File: src/rtl/img_loader.sv
// Frame loader: streams 8-bit pixels into BRAM, then kicks the Sobel core and waits for it.
// Optional s_last framing check enabled by defining IMG_LOADER_LAST_CHECK_EN.
module img_loader #(
    parameter int IMG_WIDTH  = 32,
    parameter int IMG_HEIGHT = 32
) (
    input  logic        clk,
    input  logic        rst_n,
    input  logic        load_start,
    input  logic        s_valid,
    output logic        s_ready,
    input  logic [7:0]  s_data,
    input  logic        s_last,
    output logic [31:0] bram0_addr,
    output logic [31:0] bram0_din,
    output logic [3:0]  bram0_we,
    output logic        bram0_en,
    output logic        conv_start,
    input  logic        conv_done,
    output logic        busy,
    output logic        frame_done,
    output logic        err
);

    localparam int N  = IMG_WIDTH * IMG_HEIGHT;
    localparam int IW = (N > 1) ? $clog2(N) : 1;
    localparam logic [IW-1:0] LAST_IDX = IW'(N - 1);

    typedef enum logic [2:0] {
        IDLE,
        LOAD,
        FLUSH,
        RUN,
        FIN
    } state_t;

    state_t        state;
    state_t        state_next;
    logic [IW-1:0] idx;
    logic          accept;
    logic          frame_begin;
    logic          last_beat;

    assign accept      = s_valid && s_ready;
    assign frame_begin = (state == IDLE) && load_start;
    assign last_beat   = (idx == LAST_IDX);

    always_ff @(posedge clk or negedge rst_n) begin
        if (!rst_n) begin
            state <= IDLE;
        end else begin
            state <= state_next;
        end
    end

    always_comb begin
        state_next = state;
        s_ready    = 1'b0;
        conv_start = 1'b0;
        frame_done = 1'b0;
        busy       = 1'b1;
        case (state)
            IDLE: begin
                busy = 1'b0;
                if (load_start) begin
                    state_next = LOAD;
                end
            end
            LOAD: begin
                s_ready = 1'b1;
                if (s_valid && last_beat) begin
                    state_next = FLUSH;
                end
            end
            FLUSH: begin
                state_next = RUN;
            end
            RUN: begin
                conv_start = 1'b1;
                if (conv_done) begin
                    state_next = FIN;
                end
            end
            FIN: begin
                frame_done = 1'b1;
                state_next = IDLE;
            end
            default: begin
                state_next = IDLE;
            end
        endcase
    end

    always_ff @(posedge clk or negedge rst_n) begin
        if (!rst_n) begin
            idx <= '0;
        end else if (frame_begin) begin
            idx <= '0;
        end else if (accept) begin
            idx <= idx + 1'b1;
        end
    end

    // The write port lags acceptance by one cycle; the address is left parked between writes.
    always_ff @(posedge clk or negedge rst_n) begin
        if (!rst_n) begin
            bram0_en   <= 1'b0;
            bram0_we   <= 4'b0000;
            bram0_addr <= 32'd0;
            bram0_din  <= 32'd0;
        end else if (accept) begin
            bram0_en   <= 1'b1;
            bram0_we   <= 4'b1111;
            bram0_addr <= 32'({idx, 2'b00});
            bram0_din  <= {24'd0, s_data};
        end else begin
            bram0_en   <= 1'b0;
            bram0_we   <= 4'b0000;
            bram0_din  <= 32'd0;
        end
    end

`ifdef IMG_LOADER_LAST_CHECK_EN
    // Sticky: a misplaced or missing s_last is recorded but never shortens the frame.
    always_ff @(posedge clk or negedge rst_n) begin
        if (!rst_n) begin
            err <= 1'b0;
        end else if (frame_begin) begin
            err <= 1'b0;
        end else if (accept && (s_last != last_beat)) begin
            err <= 1'b1;
        end
    end
`else
    logic unused_last;
    assign unused_last = s_last;
    assign err         = 1'b0;
`endif

endmodule

File: config.mk
export PLATFORM = sky130hd
export DESIGN_NAME = img_loader
export DESIGN_NICKNAME = d
export VERILOG_FILES = /design/src/rtl/img_loader.sv
export SDC_FILE = /design/constraint.sdc
export NUM_CORES = 1
export LEC_CHECK = 0
export CORE_MARGIN = 5
export CORE_UTILIZATION = 44
export CTS_BUF_LIST = sky130_fd_sc_hd__clkbuf_2
export DETAILED_ROUTE_END_ITERATION = 10
export GPL_TIMING_DRIVEN = 0
export PLACE_DENSITY = 0.87
export SLEW_MARGIN = 10
export SYNTH_ARGS = -nofsm -noshare
export SYNTH_HDL_FRONTEND = slang
export SYNTH_SLANG_ARGS = --single-unit
File: constraint.sdc
create_clock -name clk -period 4.75 [get_ports clk]
set_clock_uncertainty 0.1 [all_clocks]
set_input_delay 0.475 -clock clk [delete_from_list [all_inputs] [get_ports clk]]
set_output_delay 0.475 -clock clk [all_outputs]
set_load 0.1 [all_outputs]
# Word level (Yosys, flattened, before mapping)
# Cells that the tools add are included.
[totals]
inputBits = 14
reg_bits = 36
out_inout_bits = 74
word_cells = 34
[op_classes]
add_sub_neg = 1
mux = 13
n_eq_ne = 8
n_reduce_logical = 6
[op_table]
columns = ["cell", "count"]
rows = [
  ["two-way mux 10 bit", 2],
  ["one-hot mux 3 bit (4 select lines)", 1],
  ["adder 10 x 1 -> 10 bit (second input constant)", 1],
  ["== test 10 bit (second input constant)", 1],
  ["two-way mux 3 bit", 3],
  ["two-way mux 8 bit", 1],
  ["== test 3 x 2 -> 1 bit (second input constant)", 2],
  ["!= test 2 bit (second input constant)", 3],
  ["two-way mux 1 bit", 5],
  ["two-way mux 4 bit", 1],
  ["== test 3 x 1 -> 1 bit (second input constant)", 1],
  ["== test 3 bit (second input constant)", 1],
  ["logical AND 1 bit", 3],
  ["logical NOT 3 bit", 1],
  ["AND reduction 3 bit", 1],
  ["nonzero test 2 bit", 1],
]

# Longest topological paths before layout
[logic_depth]
word_depth = 5
mapped_depth = 6
ltp_nobuf = 5

# Worst setup path after synthesis
# No wires, ideal clock.
[synth_timing]
path_kind = "register to output"
start = "register state[0]"
end = "output port frame_done"
path_stages_with_launch = 3
n_path_buf = 1
required_ps = 4175
arrival_time_ps = 2725
path_slack_ps = 1450
path_cell_list = "dfrtp_1 buf_2 nor3b_1"
[synth_via]
elab_chain_cells = 2
[synth_lines]
columns = ["item", "line", "rtl"]
rows = [
  ["start: declaration", "37", "state_t state;"],
  ["start signal: assignment", "52", "state <= state_next;"],
  ["== test 3 bit", "62", "case (state)"],
  ["two-way mux 1 bit", "62", ""],
  ["end: declaration", "21", "output logic frame_done,"],
]
# Every way passes these cells.

# Worst setup path in the final report
[layout_timing]
start = "register state[0]"
end = "output port busy"
[layout_via]
elab_chain_cells = 2
[layout_lines]
columns = ["item", "line", "rtl"]
rows = [
  ["logical NOT 3 bit", "62", ""],
  ["two-way mux 1 bit", "62", ""],
  ["end: declaration", "20", "output logic busy,"],
]
# Every way passes these cells.

==> summary.md <==
| Metric | Value |
|---|---|
| Setup TNS | 0 ps |
| Syn Std Cell Area | 0.001727 sq mm |
| Die area | 0.005277 sq mm |
| Yosys top cell by area | dfrtp_1 |
| Top Ports | 88 |
| Clock share of power | 0.112 |
| Syn_area_per_cell | 10.59 sq um |
| Post-synthesis simple-gate area fraction | 0.1601 |
| Netlist cell types | 32 |
| Slew Limit Fails | 0 |
| Vias per inst | 3.934 |
| Sequential power share | 0.341 |
| Grt total ovfl | 0 |
| Post-synthesis mux area share | 0.06449 |
| Antenna cells | 0 |
| Synth cell count leaders | 51 x buf_4, 32 x dfrtp_1, 9 x and2_1, 9 x mux2_2, 9 x nand2_1 |
| Post-Synth Adder-Cell Area | 0.007246 |
| Register bit total from synthesis | 32 |
| XOR/XNOR Fraction of Synth Area | 0.03551 |
| Worst-path clk slew | about 160 ps |
| Period Utilization, post-route | 0.6086 |
| Pwr Density | 460.1 mW/mm^2 |
| Sw power | 602.4 uW |
| Largest delay share family, worst path | buffers and inverters |
| Critical Path RT | 4180 ps |
| Post-Layout Cell Count | approximately 300 |
| Slack of the critical path | 1859 ps |
| Layout Area Growth over Synthesis | 38.04% |
| Core ar. | 0.003744 sq mm |
| Final setup vio count | 0 |
| Die Ht | approximately 73 microns |
| Via count | 1196 |
| Worst rel slew slack | 0.3329 |
| Wire length per cell | 10.41 microns |
| Top post-synthesis cells by area | dfrtp_1 46%, buf_4 22%, mux2_2 5.9% |
| Iteration count of the initial detailed-routing pass | 4 |
| Fmax | between 0.3 and 0.4 GHz |
| WL final | about 3.2 mm |
| FF-to-FF End | idx[9] |
| WP buf/inv | 2 |
| Pin slew with the least headroom to its limit | 997.5 ps |
| Hold_ws | 10.08 ps |
| CTS tree | built |
| DRC viols | 0 |
| Warnings from Yosys | 0 |
| Most common cell in the netlist | buf_4 |
| R2r setup slk | 3020 ps |
| Worst-case vdd ir drop | approximately 0.25 mV |
| Gate power share | 0.548 |
| CP max FO | 9 |
| Post-synth EDFFs | 0 |
| Main combinational cell family by area after synthesis | buffers and inverters |
| Resize count post-CTS | 0 |
| CP peak stage delay | 980 ps |
| Worst skew pair latency | 370 ps |
| Die Wd | 72.65 microns |
| Initial Util | 0.4612 |
| Vias in the first global route | 1147 |
| Pre-CTS WS | between 2000 and 2500 ps |
| Initial DRC count | 37 |
| Arrival time worst endpoint | 2320 ps |
| Setup Fix Bufs, Post-CTS | 0 |
| Startpoint Class | register |
| Critical-path top delay cell | clkdlybuf4s50_1 |
| Pint | roughly 490 uW |
| Initial antenna violation count | 0 |
| Critical Path Sink Type | primary output |
| Max Cap Viol | 0 |
| Synth top area share | 0.4638 |
| Status | finished, final reports clean |
| Final Hold Fails | 0 |
| DP HPWL | 2.569 mm |
| Hold buffer count at CTS | 0 |
| Post-synth top flop | dfrtp_1 |
| Sequential-to-total area share from yosys stat | 0.4638 |
| P_leak | 0.001209 uW |
| Layout cells sized above 1 | 0.2969 |
| Inst Count DP | 296 |
| Layout Nets | 270 |
| Largest buffer count on any clock path | 2 |
| Reg2reg start | state[0] |
| Global-route wire length before repair | 4.968 mm |
| Clock sinks | 32 |
| FP Rows | 22 |
| WS Path Type | register to primary output |
| IO Port Bufs | 39 |
| Overall Power | about 1100 uW |
| Post-route antenna net violation count | 0 |
| Root buffer cell | clkbuf_2 |
| Number of fill cells | 337 |
| Post-synthesis compound-gate area fraction | 0.02319 |
| Switching portion of total power | 0.5493 |
| CP Cell Sequence | buf_2, or3_4, clkdlybuf4s50_1 |
| H-tree lvl count | 2 |
| Gate Count Post-Synth | ~160 |
| R2r worst-path depth | 5 |
| Asr flop ratio synth | 1.000 |
| Gpl congestion | between 0.7 and 0.8 |
| Final min period | slightly below 3000 ps |
| GRT Total Usage | 0.1245 |
| Min-delay worst type | primary input to asynchronous set/reset pin |
| Largest net degree at the start of global routing | 33 |
| Num CTS Buffers | 5 |
| RSZ-0062 raised after global routing | false |
==> layer usage <==
layer	vias to the layer above	GRT usage	share of wire
met2	50	0.2255	0.52
met3	5	0.04821	0.11
met1	522	0.1234	0.35
li1	619	-	-
met4	0	0.05943	0.016
met5	-	0	0
==> worst reg2reg max path, cell delays in order, from the launching register on <==
cell and delay (ps):
dfrtp_1 380, buf_2 180, or3_4 410, nor2_2 340, nand2b_1 160, mux2i_1 60
==> power by group through the flow <==
stage                     clock network [uW]  logic (uW)  registers (uW)
after floorplan                            0         283             592
after global placement                     0         595             376
after detailed placement                   0         602             380
after CTS                                128         603             375
after global routing                     140         625             384
final                                    122         600             374
==> worst max path at each step <==
stage	startpoint	end	slack (ps)	cells past startpoint
2_1_floorplan	state[0]	frame_done	1450	2
3_3_place_gp	state[0]	busy	2290	3
3_5_place_dp	state[0]	busy	2280	3
4_1_cts	state[0]	frame_done	1830	3
5_1_grt	state[0]	frame_done	1750	3
6_report	state[0]	busy	1860	3
==> area by class of cell <==
type                    count  area, sq um  area share
flip-flops and latches     32        800.8      0.3360
repair buffers             39        385.4      0.1617
multi-input cells         119        678.2      0.2845
inverters                   3        12.51    0.005249
well taps                  48        60.06     0.02520
clock inverters             3        13.76    0.005774
clock buffers               5        25.02     0.01050
plain buffers              55        407.9      0.1711
==> stage by stage <==
stage / utilization / cell area, sq um
6_report: 0.6367 / 2384
5_1_grt: 0.6367 / 2384
4_1_cts: 0.6367 / 2384
3_5_place_dp: 0.6263 / 2345
3_3_place_gp: 0.6277 / 2350
2_1_floorplan: - / 1899
==> flip-flops by register name (all words and copies together), names as in the netlist <==
| signal | cells |
|---|---|
| bram0_we | 1 |
| state | 3 |
| bram0_din | 8 |
| idx | 10 |
| bram0_addr | 10 |
==> cell families after synthesis <==
kind of cell	after synthesis
buffers and inverters	58
AND/OR/NAND/NOR	47
flip-flops	32
multiplexers	10
AO/OA/AOI/OAI	7
XOR/XNOR	7
adder cells (fa/ha/maj)	1
other	1
==> cells in the final DEF (no fill, tap or decap) <==
| cell type | synthesis | layout |
|---|---|---|
| buf_6 | 1 | 1 |
| nand3_1 | 5 | 5 |
| a311o_1 | 1 | 1 |
| o21ai_0 | 2 | 2 |
| nand2_2 | 1 | 1 |
| nand2b_1 | 1 | 1 |
| nand4bb_4 | 1 | 1 |
| nor2_2 | 1 | 1 |
| and2_1 | 9 | 9 |
| a21oi_1 | 4 | 4 |
| nand4_1 | 2 | 2 |
| clkdlybuf4s50_1 | 0 | 38 |
| nor2_1 | 8 | 8 |
| nor4b_1 | 1 | 1 |
| clkbuf_2 | 0 | 5 |
| dfrtp_1 | 32 | 32 |
| xor2_1 | 4 | 4 |
| mux2i_1 | 1 | 1 |
| inv_1 | 2 | 2 |
| nor3_1 | 2 | 2 |
| ha_1 | 1 | 1 |
| buf_2 | 2 | 3 |
| mux2_2 | 9 | 9 |
| and4_1 | 1 | 1 |
| nor4_1 | 2 | 2 |
| or3_1 | 1 | 1 |
| clkbuf_1 | 1 | 1 |
| clkinv_1 | 0 | 1 |
| xnor2_1 | 3 | 3 |
| or3_4 | 1 | 1 |
| nand2_1 | 9 | 9 |
| conb_1 | 1 | 47 |
| buf_4 | 51 | 51 |
| nor3b_1 | 2 | 2 |
| clkinv_2 | 1 | 3 |
Note: power is estimated with default switching activity, not from simulation.
